### src/rtl/mb_scheduler_if.sv
// mb_scheduler_if
// Bundles the scheduler's extractor-side and consumer-side signals.
//   ext_enable : extractor fetch strobe (scheduler -> extractor)
//   mbnumber   : {row origin, col origin} of the current macroblock
//   mb_valid   : current macroblock offered to the consumer
//   mb_ready   : consumer accepts when mb_valid && mb_ready
//   mb_index   : raster index of the current macroblock
//   left_avail : left neighbour exists (col origin != 0)
//   top_avail  : top neighbour exists (row origin != 0)
// Modports: master = scheduler side, slave = extractor/consumer side.
interface mb_scheduler_if;
    logic        ext_enable;
    logic [31:0] mbnumber;
    logic        mb_valid;
    logic        mb_ready;
    logic [15:0] mb_index;
    logic        left_avail;
    logic        top_avail;

    modport master (
        output ext_enable, mbnumber, mb_valid, mb_index, left_avail, top_avail,
        input  mb_ready
    );

    modport slave (
        input  ext_enable, mbnumber, mb_valid, mb_index, left_avail, top_avail,
        output mb_ready
    );
endinterface

### src/rtl/mb_scheduler.sv
// mb_scheduler
// Walks every MB_SIZE x MB_SIZE macroblock of a WIDTH x LENGTH frame in
// raster order. Per macroblock: one FETCH cycle strobing the extractor,
// EXTRACT_LATENCY WAIT cycles, then an OFFER held until the consumer
// accepts. frame_done pulses for one cycle after the last acceptance.
// Ports:
//   clk        : sole clock, rising edge
//   reset      : asynchronous, active-low; returns everything to IDLE
//   start      : level-sampled frame start, honoured only in IDLE
//   abort      : synchronous return to IDLE from any state, no frame_done
//   mbif       : extractor/consumer bundle (master side)
//   busy       : high in every state except IDLE
//   frame_done : one-cycle pulse after the last macroblock handshake
module mb_scheduler #(
    parameter int WIDTH           = 1280,
    parameter int LENGTH          = 720,
    parameter int MB_SIZE         = 16,
    parameter int EXTRACT_LATENCY = 1
) (
    input  logic           clk,
    input  logic           reset,
    input  logic           start,
    input  logic           abort,
    mb_scheduler_if.master mbif,
    output logic           busy,
    output logic           frame_done
);

    typedef enum logic [2:0] {
        S_IDLE,
        S_FETCH,
        S_WAIT,
        S_OFFER,
        S_DONE
    } state_t;

    localparam logic [15:0] COL_LAST  = 16'(WIDTH - MB_SIZE);
    localparam logic [15:0] ROW_LAST  = 16'(LENGTH - MB_SIZE);
    localparam logic [15:0] STEP      = 16'(MB_SIZE);
    localparam bit          HAS_WAIT  = (EXTRACT_LATENCY > 0);
    // WAIT counts down from latency-1 to 0, so it lasts exactly
    // EXTRACT_LATENCY cycles; unused when latency is 0.
    localparam logic [3:0]  WAIT_LOAD = HAS_WAIT ? 4'(EXTRACT_LATENCY - 1) : 4'd0;

    state_t      state, state_nxt;
    logic [15:0] row, col, idx;
    logic [3:0]  wcnt;
    logic        clear_pos;
    logic        advance;
    logic        last_mb;

    assign last_mb = (row == ROW_LAST) && (col == COL_LAST);

    // State register and position/counter bookkeeping
    always_ff @(posedge clk or negedge reset) begin
        if (!reset) begin
            state <= S_IDLE;
            row   <= '0;
            col   <= '0;
            idx   <= '0;
            wcnt  <= '0;
        end else begin
            state <= state_nxt;

            if (clear_pos) begin
                row <= '0;
                col <= '0;
                idx <= '0;
            end else if (advance) begin
                if (col == COL_LAST) begin
                    col <= '0;
                    row <= row + STEP;
                end else begin
                    col <= col + STEP;
                end
                idx <= idx + 16'd1;
            end

            if (state == S_FETCH) begin
                wcnt <= WAIT_LOAD;
            end else if ((state == S_WAIT) && (wcnt != 4'd0)) begin
                wcnt <= wcnt - 4'd1;
            end
        end
    end

    // Next-state logic
    always_comb begin
        state_nxt = state;
        clear_pos = 1'b0;
        advance   = 1'b0;

        case (state)
            S_IDLE: begin
                if (start) begin
                    state_nxt = S_FETCH;
                    clear_pos = 1'b1;
                end
            end
            S_FETCH: begin
                state_nxt = HAS_WAIT ? S_WAIT : S_OFFER;
            end
            S_WAIT: begin
                if (wcnt == 4'd0) begin
                    state_nxt = S_OFFER;
                end
            end
            S_OFFER: begin
                if (mbif.mb_ready) begin
                    if (last_mb) begin
                        state_nxt = S_DONE;
                    end else begin
                        state_nxt = S_FETCH;
                        advance   = 1'b1;
                    end
                end
            end
            S_DONE: begin
                state_nxt = S_IDLE;
            end
            default: begin
                state_nxt = S_IDLE;
            end
        endcase

        // abort wins over start and over a same-cycle handshake
        if (abort) begin
            state_nxt = S_IDLE;
            clear_pos = 1'b0;
            advance   = 1'b0;
        end
    end

    // Outputs decoded from registered state only; position-derived outputs
    // are forced to 0 in IDLE so the block is fully quiet there.
    assign busy            = (state != S_IDLE);
    assign frame_done      = (state == S_DONE);
    assign mbif.ext_enable = (state == S_FETCH);
    assign mbif.mb_valid   = (state == S_OFFER);
    assign mbif.mbnumber   = busy ? {row, col} : 32'd0;
    assign mbif.mb_index   = busy ? idx : 16'd0;
    assign mbif.left_avail = busy && (col != 16'd0);
    assign mbif.top_avail  = busy && (row != 16'd0);

endmodule
### src/flat_wrapper.sv
// flat-port wrapper written by rule: the top's interface ports become plain ports
module mb_scheduler_flat 
#(
    parameter int WIDTH           = 1280,
    parameter int LENGTH          = 720,
    parameter int MB_SIZE         = 16,
    parameter int EXTRACT_LATENCY = 1
)
  (clk, reset, start, abort, busy, frame_done, mbif_ext_enable, mbif_mbnumber, mbif_mb_valid, mbif_mb_index, mbif_left_avail, mbif_top_avail, mbif_mb_ready);
  mb_scheduler_if mbif_i ();
  input  logic clk;
  input  logic reset;
  input  logic start;
  input  logic abort;
  output logic busy;
  output logic frame_done;
  output wire logic [$bits(mbif_i.ext_enable)-1:0] mbif_ext_enable;
  output wire logic [$bits(mbif_i.mbnumber)-1:0] mbif_mbnumber;
  output wire logic [$bits(mbif_i.mb_valid)-1:0] mbif_mb_valid;
  output wire logic [$bits(mbif_i.mb_index)-1:0] mbif_mb_index;
  output wire logic [$bits(mbif_i.left_avail)-1:0] mbif_left_avail;
  output wire logic [$bits(mbif_i.top_avail)-1:0] mbif_top_avail;
  input wire logic [$bits(mbif_i.mb_ready)-1:0] mbif_mb_ready;
  assign mbif_ext_enable = mbif_i.ext_enable;
  assign mbif_mbnumber = mbif_i.mbnumber;
  assign mbif_mb_valid = mbif_i.mb_valid;
  assign mbif_mb_index = mbif_i.mb_index;
  assign mbif_left_avail = mbif_i.left_avail;
  assign mbif_top_avail = mbif_i.top_avail;
  assign mbif_i.mb_ready = mbif_mb_ready;
  mb_scheduler #(.WIDTH(WIDTH), .LENGTH(LENGTH), .MB_SIZE(MB_SIZE), .EXTRACT_LATENCY(EXTRACT_LATENCY)) u_core (.clk(clk), .reset(reset), .start(start), .abort(abort), .mbif(mbif_i), .busy(busy), .frame_done(frame_done));
endmodule
### config.mk
export PLATFORM = sky130hd
export DESIGN_NAME = mb_scheduler_flat
export DESIGN_NICKNAME = d
export VERILOG_FILES = /design/src/rtl/mb_scheduler_if.sv /design/src/rtl/mb_scheduler.sv /design/src/flat_wrapper.sv
export SDC_FILE = /design/constraint.sdc
export NUM_CORES = 1
export LEC_CHECK = 0
export CAP_MARGIN = 10
export CORE_MARGIN = 3
export CORE_UTILIZATION = 45
export CTS_BUF_LIST = sky130_fd_sc_hd__clkbuf_4 sky130_fd_sc_hd__clkbuf_8 sky130_fd_sc_hd__clkbuf_16
export DETAILED_ROUTE_END_ITERATION = 16
export PLACE_DENSITY = 0.82
export SLEW_MARGIN = 30
export SYNTH_ARGS = -nofsm -noshare
export SYNTH_HDL_FRONTEND = slang
export SYNTH_SLANG_ARGS = --single-unit
### constraint.sdc
create_clock -name clk -period 6.3 [get_ports clk]
set_clock_uncertainty 0.15 [all_clocks]
set_input_delay 1.89 -clock clk [delete_from_list [all_inputs] [get_ports clk]]
set_output_delay 1.89 -clock clk [all_outputs]
set_load 0.03 [all_outputs]
=== Word-level counts from Yosys, hierarchy flattened ===
Cells that the tools add are included.

* Flip-flop bits (word level): 55
* Input port bits: 5
* Output and inout port bits: 54
* Word-level logic and storage cells: 58

* $add $sub $neg: 4
* Equality and inequality tests: 9
* Muxes and demuxes: 25
* Reductions and logical operators: 15

{| class="wikitable"
|+ Operator list
! cell !! count
|-
| $mux 16 || 9
|-
| $add 16x5->16 const B || 2
|-
| $mux 32 || 1
|-
| $reduce_bool 16->1 || 2
|-
| $add 16x1->16 const B || 1
|-
| $eq 16x10->1 const B || 1
|-
| $eq 16x11->1 const B || 1
|-
| $mux 3 || 5
|-
| $pmux 3 s4 || 1
|-
| $mux 4 || 2
|-
| $mux 1 || 7
|-
| $eq 3x2->1 const B || 2
|-
| $ne 3x3->1 const B || 2
|-
| $reduce_bool 2->1 || 3
|-
| $logic_and 1x1->1 || 4
|-
| $logic_not 4->1 || 1
|-
| $reduce_bool 4->1 || 1
|-
| $sub 4x1->4 const B || 1
|-
| $eq 3x1->1 const B || 1
|-
| $eq 3x3->1 const B || 1
|-
| $logic_not 3->1 || 1
|-
| $ne 3x2->1 const B || 1
|-
| $reduce_and 3->1 || 1
|-
| $reduce_bool 3->1 || 1
|-
| $reduce_and 2->1 || 1
|}

=== Depth between registers and ports, before layout ===
Gate-level depths: netlist of run 1.

* Word-level depth: 8
* Mapped depth: 9

=== Worst setup path after synthesis of run 1 ===
OpenSTA, ideal clock, no wires.

* Path type: reg-to-output
* From: register u_core.state[0]
* To: output mbif_mbnumber[15]
* Arrival time: 1.467 ns
* Data required time: 4.260 ns
* Path slack: 2.793 ns
* Stages on the path, launching flop included: 6
* Path buffers: 2
* Path through: dfrtp_1 -> buf_4 -> nor3_1 -> inv_1 -> clkbuf_1 -> and2_1

* Word-level cells in the longest chain between the ends: 2

{| class="wikitable"
|+ RTL lines
! what !! RTL line !! text
|-
| start: declaration || mb_scheduler.sv:45 || <nowiki>state_t state, state_nxt;</nowiki>
|-
| start signal: assignment || mb_scheduler.sv:63 || <nowiki>state <= state_nxt;</nowiki>
|-
| $reduce_bool 3->1 || mb_scheduler.sv:136 || <nowiki>assign busy = (state != S_IDLE);</nowiki>
|-
| via busy || flat_wrapper.sv:15 || <nowiki>output logic busy;</nowiki>
|-
| $mux 32 || mb_scheduler.sv:140 || <nowiki>assign mbif.mbnumber = busy ? {row, col} : 32'd0;</nowiki>
|-
| end: declaration || flat_wrapper.sv:18 || <nowiki>output wire logic [$bits(mbif_i.mbnumber)-1:0] mbif_mbnumber;</nowiki>
|}

The timed path passes the listed nets, and every way through them passes these cells.

=== Worst setup path after layout of run 1 ===
* From: register u_core.state[0]
* To: output mbif_mb_index[1]

* Word-level cells in the longest chain between the ends: 2

{| class="wikitable"
|+ RTL lines
! what !! RTL line !! text
|-
| $reduce_bool 3->1 || mb_scheduler.sv:136 ||
|-
| $mux 16 || mb_scheduler.sv:141 || <nowiki>assign mbif.mb_index = busy ? idx : 16'd0;</nowiki>
|-
| end: declaration || flat_wrapper.sv:20 || <nowiki>output wire logic [$bits(mbif_i.mb_index)-1:0] mbif_mb_index;</nowiki>
|}

No other way between the ends.

==> out/metrics.csv, run 1 <==
metric;value;unit
highest fanout seen on the critical path;36;
Hold-fix buffers, CTS;0;
global route hottest layer;met2;
WS Path Type;register to output port;
core area;6130;µm²
worst slack, placed;1.83;ns
Cells after Synth;338;
commonest cells in the synthesized netlist;47 x dfrtp_1, 36 x nor2_1, 35 x and2_1, 20 x nand2_1, 18 x nand3_1;
post_cts resized;0;
initial core utilization;48.3;%
yosys warns;0;
Residual DRC;0;
Routed Antenna Nets;0;
Fin Hold WS;0.377;ns
hold endpoint;u_core.idx[14]$_DFFE_PN0P_;
Placer Congestion;0.911;
placed instance area;3460;µm²
count leader, synth;dfrtp_1;
Setup crit start;u_core.state[0]$_DFFE_PN0P_;
ys flop type;dfrtp_1;
DIE AREA;7600;µm²
starting DRC count in detailed routing;136;
Syn-to-layout area delta;19.6;%
Leak;1.47;nW
Post-Synthesis Cell Area;2960;µm²
grt met2 use;31.1;%
register area;1180;µm²
routed vias/inst;5.67;
M3 GR Usage;3.78;%
total power;0.593;mW
CTS max path bufs;2;
Avg Inst Size Synth;8.77;µm²
Post-CTS Setup Inserts;0;
Setup TNS Final;0;ns
status;completed;
DR vias;2579;
#FFs+latches synth;47;
antenna violations before repair;0;
Synth top area share;39.7;%
Post-DP HPWL;4930;µm
root buffer selected by CTS;clkbuf_8;
sequential-to-total area share from yosys stat;39.7;%
Clock Latency Late Sink;0.30;ns
Hold Path Class;register to register;
num rows;28;
CTS buffer count;5;
First-pass DRT Iterations;4;
Slew Limit Fails;0;
number of global-route vias before repair;2444;
first-pass GRT wire length;11800;µm
final WL;6980;µm
worst setup margin;1.34;ns
number of synthesized flops with an enable pin;0;
Layout fillers;573;
DR WL/cell;15.3;µm
RR Startpoint;u_core.state[0]$_DFFE_PN0P_;
r2r worst-path depth;7;
H-tree depth;2;
hold depth;1;
CTS tree;done;
GRT Util Overall;19.6;%
Clock Sinks;47;
max_slew headroom;41.2;%
crit path DAT;2.92;ns
critical hold path startpoint;u_core.idx[14]$_DFFE_PN0P_;
Setup crit start kind;register;
n_diodes;0;
pwr dens;167;nW/µm²
pin count of the biggest net entering global routing;48;
reg2reg end;u_core.row[11]$_DFFE_PN0P_;
final design area excluding fillers;3540;µm²
Clock transition at path regs;0.08;ns
Multi-input gate area;1620;µm²
IO Port Bufs;50;
Non-Filler Instances;455;
share of flip-flops with an asynchronous set or reset;100;%
Worst Setup End Kind;output port;
die height;87.2;µm
grt ovf;0;
Final Util;57.8;%
final setup vio count;0;
Tmin final;4.96;ns
Area contributors post-synth;dfrtp_1 40%, and2_1 7.4%, nor2_1 4.6%;
global-route met1 utilization;26.4;%
Yosys cell types;53;
maximum clock rate;202;MHz
peak supply drop;0.114;mV
Post-Place Cells;447;
ratio of cells with drive above 1 in the final layout;5.26;%
Critical Path RT;4.26;ns
Reg2Reg Setup Slack;2.81;ns
Final #Nets;390;
Slew @ Worst Pin;0.878;ns
Final Hold Fails;0;
RSZ-0062 raised after global routing;false;
Ports;59;
final worst-path cycle share;78.7;%
Max-Cap Viols;0;
Die X;87.2;µm
biggest area consumer among synthesized cells;dfrtp_1;
per-layer routing:
layer	vias to the layer above	share of wire (%)	wire [µm]
met1	1234	46	3230
met5	-	0	0
met3	11	5.1	355
met2	75	47	3270
li1	1259	-	-
met4	0	1.7	121
worst max-delay path by stage:
stage                                   end  slack (ns)
after floorplan           mbif_mbnumber[15]        2.79
after global placement    mbif_mbnumber[12]        1.95
after detailed placement   mbif_mb_index[7]        1.83
after CTS                  mbif_mb_index[1]        1.49
after global routing       mbif_mb_index[7]        0.95
final                      mbif_mb_index[1]        1.34
cells by family after synthesis:
group	share of synthesized area, %
xor+xnor	5.61
flops	39.7
buf+inv	6.84
other cells	0.127
simple gates	31.4
fa+ha+maj	2.53
mux	0.380
compound gates	13.5
flip-flops by register name, indices dropped and copies added, names as in the netlist:
register	count
u_core.row	12
u_core.idx	16
u_core.state	3
u_core.wcnt	4
u_core.col	12
layout by cell type (no fill, tap or decap), types with 2 or more instances in the layout:
master / n
nand2_1: 20
nand3_1: 18
ha_1: 6
a21oi_1: 10
xor2_1: 14
and2_1: 35
dfrtp_1: 47
a21o_1: 3
inv_1: 12
clkdlybuf4s50_1: 49
o31ai_1: 5
conb_1: 8
or4_1: 4
xnor2_1: 5
clkbuf_4: 2
a211o_1: 3
buf_4: 4
clkbuf_8: 5
or3_1: 7
nor4b_1: 2
o21a_1: 2
a31oi_1: 4
nor3b_1: 4
a32o_1: 2
o21ai_0: 12
and4_1: 4
o2111ai_1: 4
nor3_1: 8
a211oi_1: 3
and3_1: 5
nor2_1: 36
nand4_1: 8
nor4_1: 5
o211ai_1: 4
worst max-delay path, stage by stage, from the launching register on:
cell and delay, ns:
dfrtp_1 0.50, nor3_1 0.24, buf_4 0.22, clkinv_1 0.61
and2_1 0.44, clkdlybuf4s50_1 0.60
power by group:
group | internal, mW | total (mW) | switching (mW)
sequential | 0.306 | 0.316 | 0.00985
clock | 0.0867 | 0.186 | 0.0992
combinational | 0.0269 | 0.0912 | 0.0643
layout make-up:
cell class | instances | area share (%)
well taps | 75 | 2.65
inverters | 13 | 1.38
clock buffers | 7 | 2.36
multi-input cells | 259 | 45.6
repair buffers | 53 | 14.7
flip-flops and latches | 47 | 33.2
clock inverters | 1 | 0.141
Power figures use the tool's default switching activity.
==> run 2: changes to the inputs <==
PLACE_DENSITY = 0.85   (was 0.82)
clock period = 4.15 ns   (was 6.3 ns; I/O delays follow)
==> run 2 against run 1 <==
Count of clock-buffer cells in the layout down 2. Critical path depth down 1. Worst setup slack worse by 1.2 ns. Largest power group unchanged. Die area unchanged. Hold slack better by 0.0090 ns. Global-route usage down 0.20 points. Sequential share of layout area down 0.37 points. Via count up 2.7%. Register-to-register slack worse by 1.6 ns. Non-clock buffer count unchanged.
==> out/metrics.csv, run 2 (synthesized netlist as in run 1, its figures left out) <==
metric;value;unit
status;completed;
DR vias;2648;
Slew Limit Fails;0;
final setup vio count;0;
DR WL/cell;16.1;µm
Residual DRC;0;
First-pass DRT Iterations;4;
M3 GR Usage;3.60;%
DIE AREA;7600;µm²
r2r worst-path depth;7;
Reg2Reg Setup Slack;1.22;ns
max_slew headroom;50.5;%
Leak;1.48;nW
crit path DAT;2.65;ns
commonest non-fill, non-tap cells in the layout;49 x clkdlybuf4s50_1, 47 x dfrtp_1, 36 x nor2_1, 35 x and2_1, 20 x nand2_1;
IO Port Bufs;50;
Fin Hold WS;0.386;ns
hold endpoint;u_core.idx[14]$_DFFE_PN0P_;
num rows;28;
global-route met1 utilization;26.7;%
Non-Filler Instances;456;
peak supply drop;0.224;mV
Final #Nets;391;
starting DRC count in detailed routing;212;
Hold-fix buffers, CTS;0;
Clock Latency Late Sink;0.31;ns
post_cts resized;0;
RR Startpoint;u_core.row[4]$_DFFE_PN0P_;
biggest regs;u_core.idx x16, u_core.col x12, u_core.row x12;
WS Path Type;register to output port;
Post-CTS Setup Inserts;0;
ratio of cells with drive above 1 in the final layout;6.04;%
CTS max path bufs;2;
Syn-to-layout area delta;20.9;%
root buffer selected by CTS;clkbuf_8;
Die X;87.2;µm
Clock Sinks;47;
core area;6130;µm²
hold depth;1;
Setup crit start kind;register;
critical hold path startpoint;u_core.idx[14]$_DFFE_PN0P_;
largest reg by FF count;u_core.idx;
pwr dens;273;nW/µm²
Tmin final;4.04;ns
global route hottest layer;met2;
number of global-route vias before repair;2451;
n_diodes;0;
grt ovf;0;
first-pass GRT wire length;11800;µm
Hold Path Class;register to register;
Post-Place Cells;447;
routed vias/inst;5.81;
Final Hold Fails;0;
Critical Path RT;2.75;ns
CTS buffer count;5;
max FFs per register;16;
grt met2 use;30.4;%
Post-DP HPWL;5020;µm
final worst-path cycle share;97.4;%
die height;87.2;µm
antenna violations before repair;0;
Worst Setup End Kind;output port;
CTS tree;done;
final WL;7340;µm
highest fanout seen on the critical path;18;
Routed Antenna Nets;0;
Placer Congestion;0.912;
commonest non-fill, non-tap cell in the layout;clkdlybuf4s50_1;
Final Util;58.5;%
Ports;59;
Max-Cap Viols;0;
reg2reg end;u_core.idx[14]$_DFFE_PN0P_;
maximum clock rate;248;MHz
H-tree depth;2;
GRT Util Overall;19.4;%
Clock transition at path regs;0.09;ns
initial core utilization;48.3;%
Slew @ Worst Pin;0.738;ns
pin count of the biggest net entering global routing;48;
run 2: cell count changes in the layout (fill, tap and decap cells not counted):
cell,change
bufinv_16,+1
clkinv_4,+1
clkinv_1,-1
clkinvlp_4,+2
nor3_1,-1
nor3_2,+1
clkbuf_4,-2
run 2: cell type report:
class                   count  area, µm²
fillers                   566       2550
multi-input cells         259       1620
flip-flops and latches     47       1180
repair buffers             53        520
well taps                  75       93.8
clock buffers               5       68.8
inverters                  13       52.6
clock inverters             3       43.8
repair inverters            1       7.51
run 2: critical path: stages (launching register included):
cell and delay [ns]:
dfrtp_1 0.51, nor3_2 0.49, clkinvlp_4 0.46, and2_1 0.29, clkdlybuf4s50_1 0.59
run 2: metal layers:
| metal | wire [µm] | vias to the layer above |
|---|---|---|
| met2 | 3440 | 96 |
| met1 | 3300 | 1273 |
| met3 | 495 | 11 |
| met5 | 0 | - |
| li1 | - | 1268 |
| met4 | 108 | 0 |
run 2: worst max path at each step:
stage	end	slack (ns)	from	cells past startpoint
after floorplan	mbif_mbnumber[15]	1.29	u_core.state[0]$_DFFE_PN0P_	5
after CTS	mbif_mb_index[3]	0.17	u_core.state[0]$_DFFE_PN0P_	4
after global routing	mbif_mbnumber[30]	-0.02	u_core.state[0]$_DFFE_PN0P_	4
after detailed placement	mbif_mb_index[3]	0.52	u_core.state[0]$_DFFE_PN0P_	4
final	mbif_mbnumber[31]	0.11	u_core.state[0]$_DFFE_PN0P_	4
after global placement	mbif_mb_index[13]	0.63	u_core.state[0]$_DFFE_PN0P_	4
run 2: metrics by stage:
step                      TNS (ns)  area [µm²]  total power, mW  setup WS, ns
after global placement           0        3450            0.626         0.627
after detailed placement         0        3460            0.630         0.523
final                            0        3580            0.979         0.110
after floorplan                  0        2990            0.584          1.29
after global routing        -0.302        3580             1.02       -0.0201
after CTS                        0        3570            0.972         0.170
run 2: power breakdown:
part	leakage [nW]	total [mW]	switching [mW]	internal (mW)
Combinational	0.767	0.152	0.109	0.0430
Clock	0.0581	0.347	0.167	0.180
Sequential	0.654	0.480	0.0156	0.465
Total	1.48	0.979	0.291	0.687
